## src/rtl/gpio_in_filter.sv

```systemverilog
// gpio_in_filter: input conditioning for the GPIO pads.
//
// Each pad is synchronised through two flops and debounced by a per-pin
// counter. The filtered value drives gpio_di_filt and is readable as DIN.
// Rising and falling edges of the filtered value, gated by RISE_EN and FALL_EN,
// latch into a write-1-to-clear STATUS register. irq is the OR of STATUS.
//
// Ports:
//   clk            system clock
//   reset_         asynchronous active-low reset
//   mem_cmd_*      command bus: sel, valid, wr, byte addr (only [5:2] decoded), wdata
//   mem_rsp_rdata  read data, combinational, zero unless a read is in progress
//   mem_rsp_ready  high in the same cycle as a read command; never for writes
//   pad_di         raw asynchronous pad inputs
//   gpio_di_filt   debounced pad value, straight from the filter flops
//   irq            level interrupt, OR of STATUS
//
// Register map (offset = {addr[5:2], 2'b00}):
//   0x00 DIN       RO   filtered value
//   0x04 RISE_EN   RW
//   0x08 FALL_EN   RW
//   0x0C STATUS    R/W1C
//   0x10 DEBOUNCE  RW   [DB_W-1:0]
//   others read 0, writes ignored

module gpio_in_filter #(
  parameter int unsigned NR_GPIOS = 8,
  parameter int unsigned DB_W     = 16,
  parameter int unsigned DB_RST   = 1000
) (
  input  logic                clk,
  input  logic                reset_,
  input  logic                mem_cmd_sel,
  input  logic                mem_cmd_valid,
  input  logic                mem_cmd_wr,
  input  logic [11:0]         mem_cmd_addr,
  input  logic [31:0]         mem_cmd_wdata,
  output logic [31:0]         mem_rsp_rdata,
  output logic                mem_rsp_ready,
  input  logic [NR_GPIOS-1:0] pad_di,
  output logic [NR_GPIOS-1:0] gpio_di_filt,
  output logic                irq
);

  typedef enum logic [3:0] {
    RegDin      = 4'h0,
    RegRiseEn   = 4'h1,
    RegFallEn   = 4'h2,
    RegStatus   = 4'h3,
    RegDebounce = 4'h4
  } reg_idx_e;

  // ---------------------------------------------------------------------------
  // State
  // ---------------------------------------------------------------------------
  logic [NR_GPIOS-1:0] s1_q, s2_q;
  logic [NR_GPIOS-1:0] f_q, f_d;
  logic [NR_GPIOS-1:0] f_dly_q;
  logic [DB_W-1:0]     cnt_q [NR_GPIOS];
  logic [DB_W-1:0]     cnt_d [NR_GPIOS];

  logic [NR_GPIOS-1:0] rise_en_q, rise_en_d;
  logic [NR_GPIOS-1:0] fall_en_q, fall_en_d;
  logic [NR_GPIOS-1:0] status_q, status_d;
  logic [DB_W-1:0]     debounce_q, debounce_d;

  // ---------------------------------------------------------------------------
  // Bus decode
  // ---------------------------------------------------------------------------
  reg_idx_e reg_idx;
  logic     wr_en;
  logic     rd_en;

  assign reg_idx = reg_idx_e'(mem_cmd_addr[5:2]);
  assign wr_en   = mem_cmd_sel & mem_cmd_valid & mem_cmd_wr;
  assign rd_en   = mem_cmd_sel & mem_cmd_valid & ~mem_cmd_wr;

  // Address bits outside [5:2] and unused write-data bits are ignored.
  logic unused_bus;
  assign unused_bus = ^{mem_cmd_addr[11:6], mem_cmd_addr[1:0], mem_cmd_wdata};

  // ---------------------------------------------------------------------------
  // Debounce: a pin's counter runs only while s2 disagrees with f, and f takes
  // the new value once the count has reached DEBOUNCE. Any return of s2 to f
  // restarts the count, so short glitches never reach f. The >= compare makes
  // a lowered threshold take effect on the very next edge.
  // ---------------------------------------------------------------------------
  always_comb begin
    f_d   = f_q;
    cnt_d = cnt_q;
    for (int i = 0; i < NR_GPIOS; i++) begin
      if (s2_q[i] == f_q[i]) begin
        cnt_d[i] = '0;
      end else if (cnt_q[i] >= debounce_q) begin
        f_d[i]   = s2_q[i];
        cnt_d[i] = '0;
      end else begin
        cnt_d[i] = cnt_q[i] + DB_W'(1);
      end
    end
  end

  // ---------------------------------------------------------------------------
  // Edge detect and STATUS. A new event is ORed in after the W1C mask, so a
  // set wins over a clear of the same bit in the same cycle.
  // ---------------------------------------------------------------------------
  logic [NR_GPIOS-1:0] rise, fall, w1c;

  assign rise = f_q & ~f_dly_q & rise_en_q;
  assign fall = ~f_q & f_dly_q & fall_en_q;
  assign w1c  = (wr_en && (reg_idx == RegStatus)) ? mem_cmd_wdata[NR_GPIOS-1:0] : '0;

  assign status_d = (status_q & ~w1c) | rise | fall;

  // ---------------------------------------------------------------------------
  // Configuration register writes
  // ---------------------------------------------------------------------------
  always_comb begin
    rise_en_d  = rise_en_q;
    fall_en_d  = fall_en_q;
    debounce_d = debounce_q;
    if (wr_en) begin
      case (reg_idx)
        RegRiseEn:   rise_en_d  = mem_cmd_wdata[NR_GPIOS-1:0];
        RegFallEn:   fall_en_d  = mem_cmd_wdata[NR_GPIOS-1:0];
        RegDebounce: debounce_d = mem_cmd_wdata[DB_W-1:0];
        default: ;
      endcase
    end
  end

  // ---------------------------------------------------------------------------
  // Read path (combinational)
  // ---------------------------------------------------------------------------
  always_comb begin
    mem_rsp_rdata = '0;
    mem_rsp_ready = rd_en;
    if (rd_en) begin
      case (reg_idx)
        RegDin:      mem_rsp_rdata[NR_GPIOS-1:0] = f_q;
        RegRiseEn:   mem_rsp_rdata[NR_GPIOS-1:0] = rise_en_q;
        RegFallEn:   mem_rsp_rdata[NR_GPIOS-1:0] = fall_en_q;
        RegStatus:   mem_rsp_rdata[NR_GPIOS-1:0] = status_q;
        RegDebounce: mem_rsp_rdata[DB_W-1:0]     = debounce_q;
        default: ;
      endcase
    end
  end

  // ---------------------------------------------------------------------------
  // Sequential state
  // ---------------------------------------------------------------------------
  always_ff @(posedge clk or negedge reset_) begin
    if (!reset_) begin
      s1_q       <= '0;
      s2_q       <= '0;
      f_q        <= '0;
      f_dly_q    <= '0;
      cnt_q      <= '{default: '0};
      rise_en_q  <= '0;
      fall_en_q  <= '0;
      status_q   <= '0;
      debounce_q <= DB_W'(DB_RST);
    end else begin
      s1_q       <= pad_di;
      s2_q       <= s1_q;
      f_q        <= f_d;
      f_dly_q    <= f_q;
      cnt_q      <= cnt_d;
      rise_en_q  <= rise_en_d;
      fall_en_q  <= fall_en_d;
      status_q   <= status_d;
      debounce_q <= debounce_d;
    end
  end

  assign gpio_di_filt = f_q;
  assign irq          = |status_q;

endmodule

```

## config.mk

```make
export PLATFORM = sky130hd
export DESIGN_NAME = gpio_in_filter
export DESIGN_NICKNAME = d
export VERILOG_FILES = /design/src/rtl/gpio_in_filter.sv
export SDC_FILE = /design/constraint.sdc
export NUM_CORES = 1
export LEC_CHECK = 0
export BUFFER_PORTS_ARGS = -buffer_cell sky130_fd_sc_hd__buf_2
export CAP_MARGIN = 10
export CORE_MARGIN = 3
export CORE_UTILIZATION = 60
export CTS_CLUSTER_DIAMETER = 100
export DETAILED_ROUTE_END_ITERATION = 10
export GPL_TIMING_DRIVEN = 0
export PLACE_DENSITY = 0.79
export SYNTH_ARGS = -nofsm -noshare
export SYNTH_HDL_FRONTEND = slang
export SYNTH_SLANG_ARGS = --single-unit
```

## constraint.sdc

```tcl
create_clock -name clk -period 4.7 [get_ports clk]
set_input_delay 0.705 -clock clk [delete_from_list [all_inputs] [get_ports clk]]
set_output_delay 0.705 -clock clk [all_outputs]
set_load 0.01 [all_outputs]
```

==> flow_summary.toml <==
[place]
dp.cells = 1510
port_buffers = 58
place.detailed.hpwl_um = 19200
place_congestion = 0.857

[global_route]
grt_max_degree = 114
grt_pass1_wl_um = 46400
grt_pass1_vias = 9012
grtUsageTotal = 0.274
grt_overflow_total = 0
antenna_found_initial = 1

[layout]
multiInputGateArea_um2 = 6310
seq_area_um2 = 5010
area_delta_synth_final_pct = 11.2
final_util = 0.685
layoutNonFillerInstCount = 1543
final_nets = 1462
nFillCells = 1464
final_layout_size_suffix_gt1_frac = 0.122

[sta]
fmax_mhz = 288
timing.final.crit_period_ps = 3470
slew_headroom = 0.274
min_period_over_period = 0.739
final-setup-viol-count = 0
report.final.slew_viol_count = 0
tightest_slew_ps = 1080
fin_tns_setup_ps = 0
whs_ps = 303
hold_violations = 0
clock_skew_ps = 13.3
rsz0062_at_grt = "false"

[synth]
synth_edf_count = 0
syn_avg_cell_area_um2 = 9.90
yosys.cell_types.count = 50
synth_seq_cells = 200
syn_inst = 1176
synth_area_um2 = 11600
ys_top_cells_by_area = "dfrtp_1 (42%), ha_1 (15%), xor2_1 (5.6%)"
synth_top_area_share = 0.417
yosysTopAreaCell = "dfrtp_1"
ys_async_sr_fraction = 1.00
ys_seq_area_frac = 0.431
yosys_warnings = 0
synthFlopType = "dfrtp_1"

[detailed_routing]
vias = 9142
drtIter0Drc = 616
detail-route-antenna-nets = 0
vias_per_cell = 5.92
dr.pass1.iters = 5
routed_wl_um = 28400
wl_per_cell_um = 18.4
drc_errors = 0

[floorplan]
std_cell_rows = 50
core_area_um2 = 18900
die-area_um2 = 21100
boundaryPins = 99
die_w_um = 145
fp.dieH_um = 145
initial_core_util = 0.616

[power_and_ir_drop]
ir_worst_vdd_v = 0.000280
p_per_area_nw_per_um2 = 303
p_leak_nw = 6.30

[worst_setup_path]
path_cells = "buf_2, nand2_1, nor2_1, o21ai_1, a31oi_1, buf_2"
path_max_fanout = 10
crit_top_cell = "buf_2"
crit_type = "primary input to primary output"
crit_start = "mem_cmd_valid"
arrival_ps = 2770
crit_path_start_kind = "primary input"
worst-r2r-cell-count = 8
slowest_stage = "nor2_1"
crit_required_ps = 3990
cp_slowest_stage_delay_ps = 660
endpoint_kind = "primary output"
rr_startpoint = "debounce_q[7]"
cp_num_cells = 6
crit_family = "compound AO/OA/AOI/OAI gates"
path_buf_inv = 2

[clocking]
cts_resized = 0
htreeDepth = 4
insertion_delay_ps = 450
clock_path_buffers = 2
cts_buffers = 17
cts_tree = "built"
cts.hold.buffers_added = 0
clockRootBuffer = "clkbuf_16"
cts.sinks = 200
clk_pin_slew_ps = 80
cts_setup_buffers = 0

[min_path]
hold_class = "primary input to asynchronous set/reset pin"

[status]
outcome = "completed"

[job]
maxCapViolCount = 0
## flip-flops by register name, summed over array words and instances, names as in the netlist
name          cells
s1_q              8
gpio_di_filt      8
s2_q              8
cnt_q           128
f_dly_q           8
status_q          8
fall_en_q         8
debounce_q       16
rise_en_q         8
## cells in the final DEF (no fill, tap or decap), types with 4 or more instances in the layout
cell and count:
a2111o_1 4, o21ai_0 46, inv_1 44, a31oi_1 10, and3_1 31, o211ai_1 16, a21oi_1 44, buf_4 17
a211oi_1 6, nor2_1 162, and4_1 17, a22oi_1 17, dfrtp_1 194, clkinv_4 4, mux2_2 24, nor4_1 5
xor2_1 75, nand3b_1 9, buf_2 65, nor3b_1 4, nand3_1 53, nand2b_1 8, nor3_1 18, nand4_1 32
clkbuf_1 8, inv_6 4, xnor2_1 44, conb_1 16, dfstp_2 6, clkbuf_16 17, ha_1 136, nand2_1 108
## path summary, 6_finish.rpt
kind	end	slack [ps]
setup / recovery	mem_rsp_rdata[5]	1230
hold / removal	cnt_q[50]	300
setup reg to reg	cnt_q[62]	1760
hold reg to reg	s2_q[7]	350
max in group asynchronous	debounce_q[3]	3420
min in group clk	s2_q[7]	350
## cells in the mapped netlist (3+ instances only)
library cell  instances
o21ai_0              46
nor3b_1               4
dfstp_2               6
nor4_1                6
a22oi_1              17
xor2_1               75
nand3_1              53
dfrtp_1             194
mux2_2               24
buf_4                17
buf_2                 8
a2111o_1              4
inv_1                44
nand2_1             108
nor3_1               18
nor2_1              162
and4_1               17
nor4b_4               3
clkbuf_1              8
nand3b_1              9
nand4_1              32
a211oi_1              6
o211ai_1             16
a31oi_1              10
ha_1                136
xnor2_1              44
nand2b_1              8
and3_1               31
a21oi_1              44
## logic make-up after synthesis
| group | share of synthesized area |
|---|---|
| adders and majority gates | 0.146 |
| buffers and inverters | 0.0321 |
| and+or+nand+nor | 0.192 |
| xor gates and xnor gates | 0.0896 |
| other | 0.000322 |
| AOI/OAI and AO/OA | 0.0851 |
| DFF | 0.431 |
| muxes | 0.0242 |
## through the flow
step / total power, mW / setup slack, ps / area [µm²]
floorplan: 2.23 / 2220 / 11700
global placement: 2.45 / -404 / 12300
detailed placement: 2.49 / 1270 / 12400
CTS: 3.94 / 1270 / 12900
global route: 4.09 / 1090 / 12900
finish: 3.92 / 1230 / 12900
## power by group
| part | leakage [nW] | total, mW | switching, mW | internal [mW] |
|---|---|---|---|---|
| Clock | 0.292 | 1.44 | 0.664 | 0.781 |
| Combinational | 3.37 | 0.599 | 0.403 | 0.196 |
| Sequential | 2.64 | 1.88 | 0.0733 | 1.80 |
## metal layers
metal / share of wire / routed length, µm / global-route usage
met5: 0 / 0 / 0
met4: 0.033 / 927 / 0.100
met3: 0.064 / 1810 / 0.0578
met2: 0.46 / 13200 / 0.435
met1: 0.44 / 12500 / 0.372
## layout make-up
class                           instances  share of cell area
Multi-Input combinational cell        913               0.488
Sequential cell                       200               0.387
Clock buffer                           20              0.0361
Timing Repair Buffer                   59              0.0253
Tap cell                              260              0.0251
Buffer                                 34              0.0161
Inverter                               44              0.0128
Clock inverter                         12             0.00890
Antenna cell                            1            0.000193
Note: power is estimated with default switching activity, not from simulation.
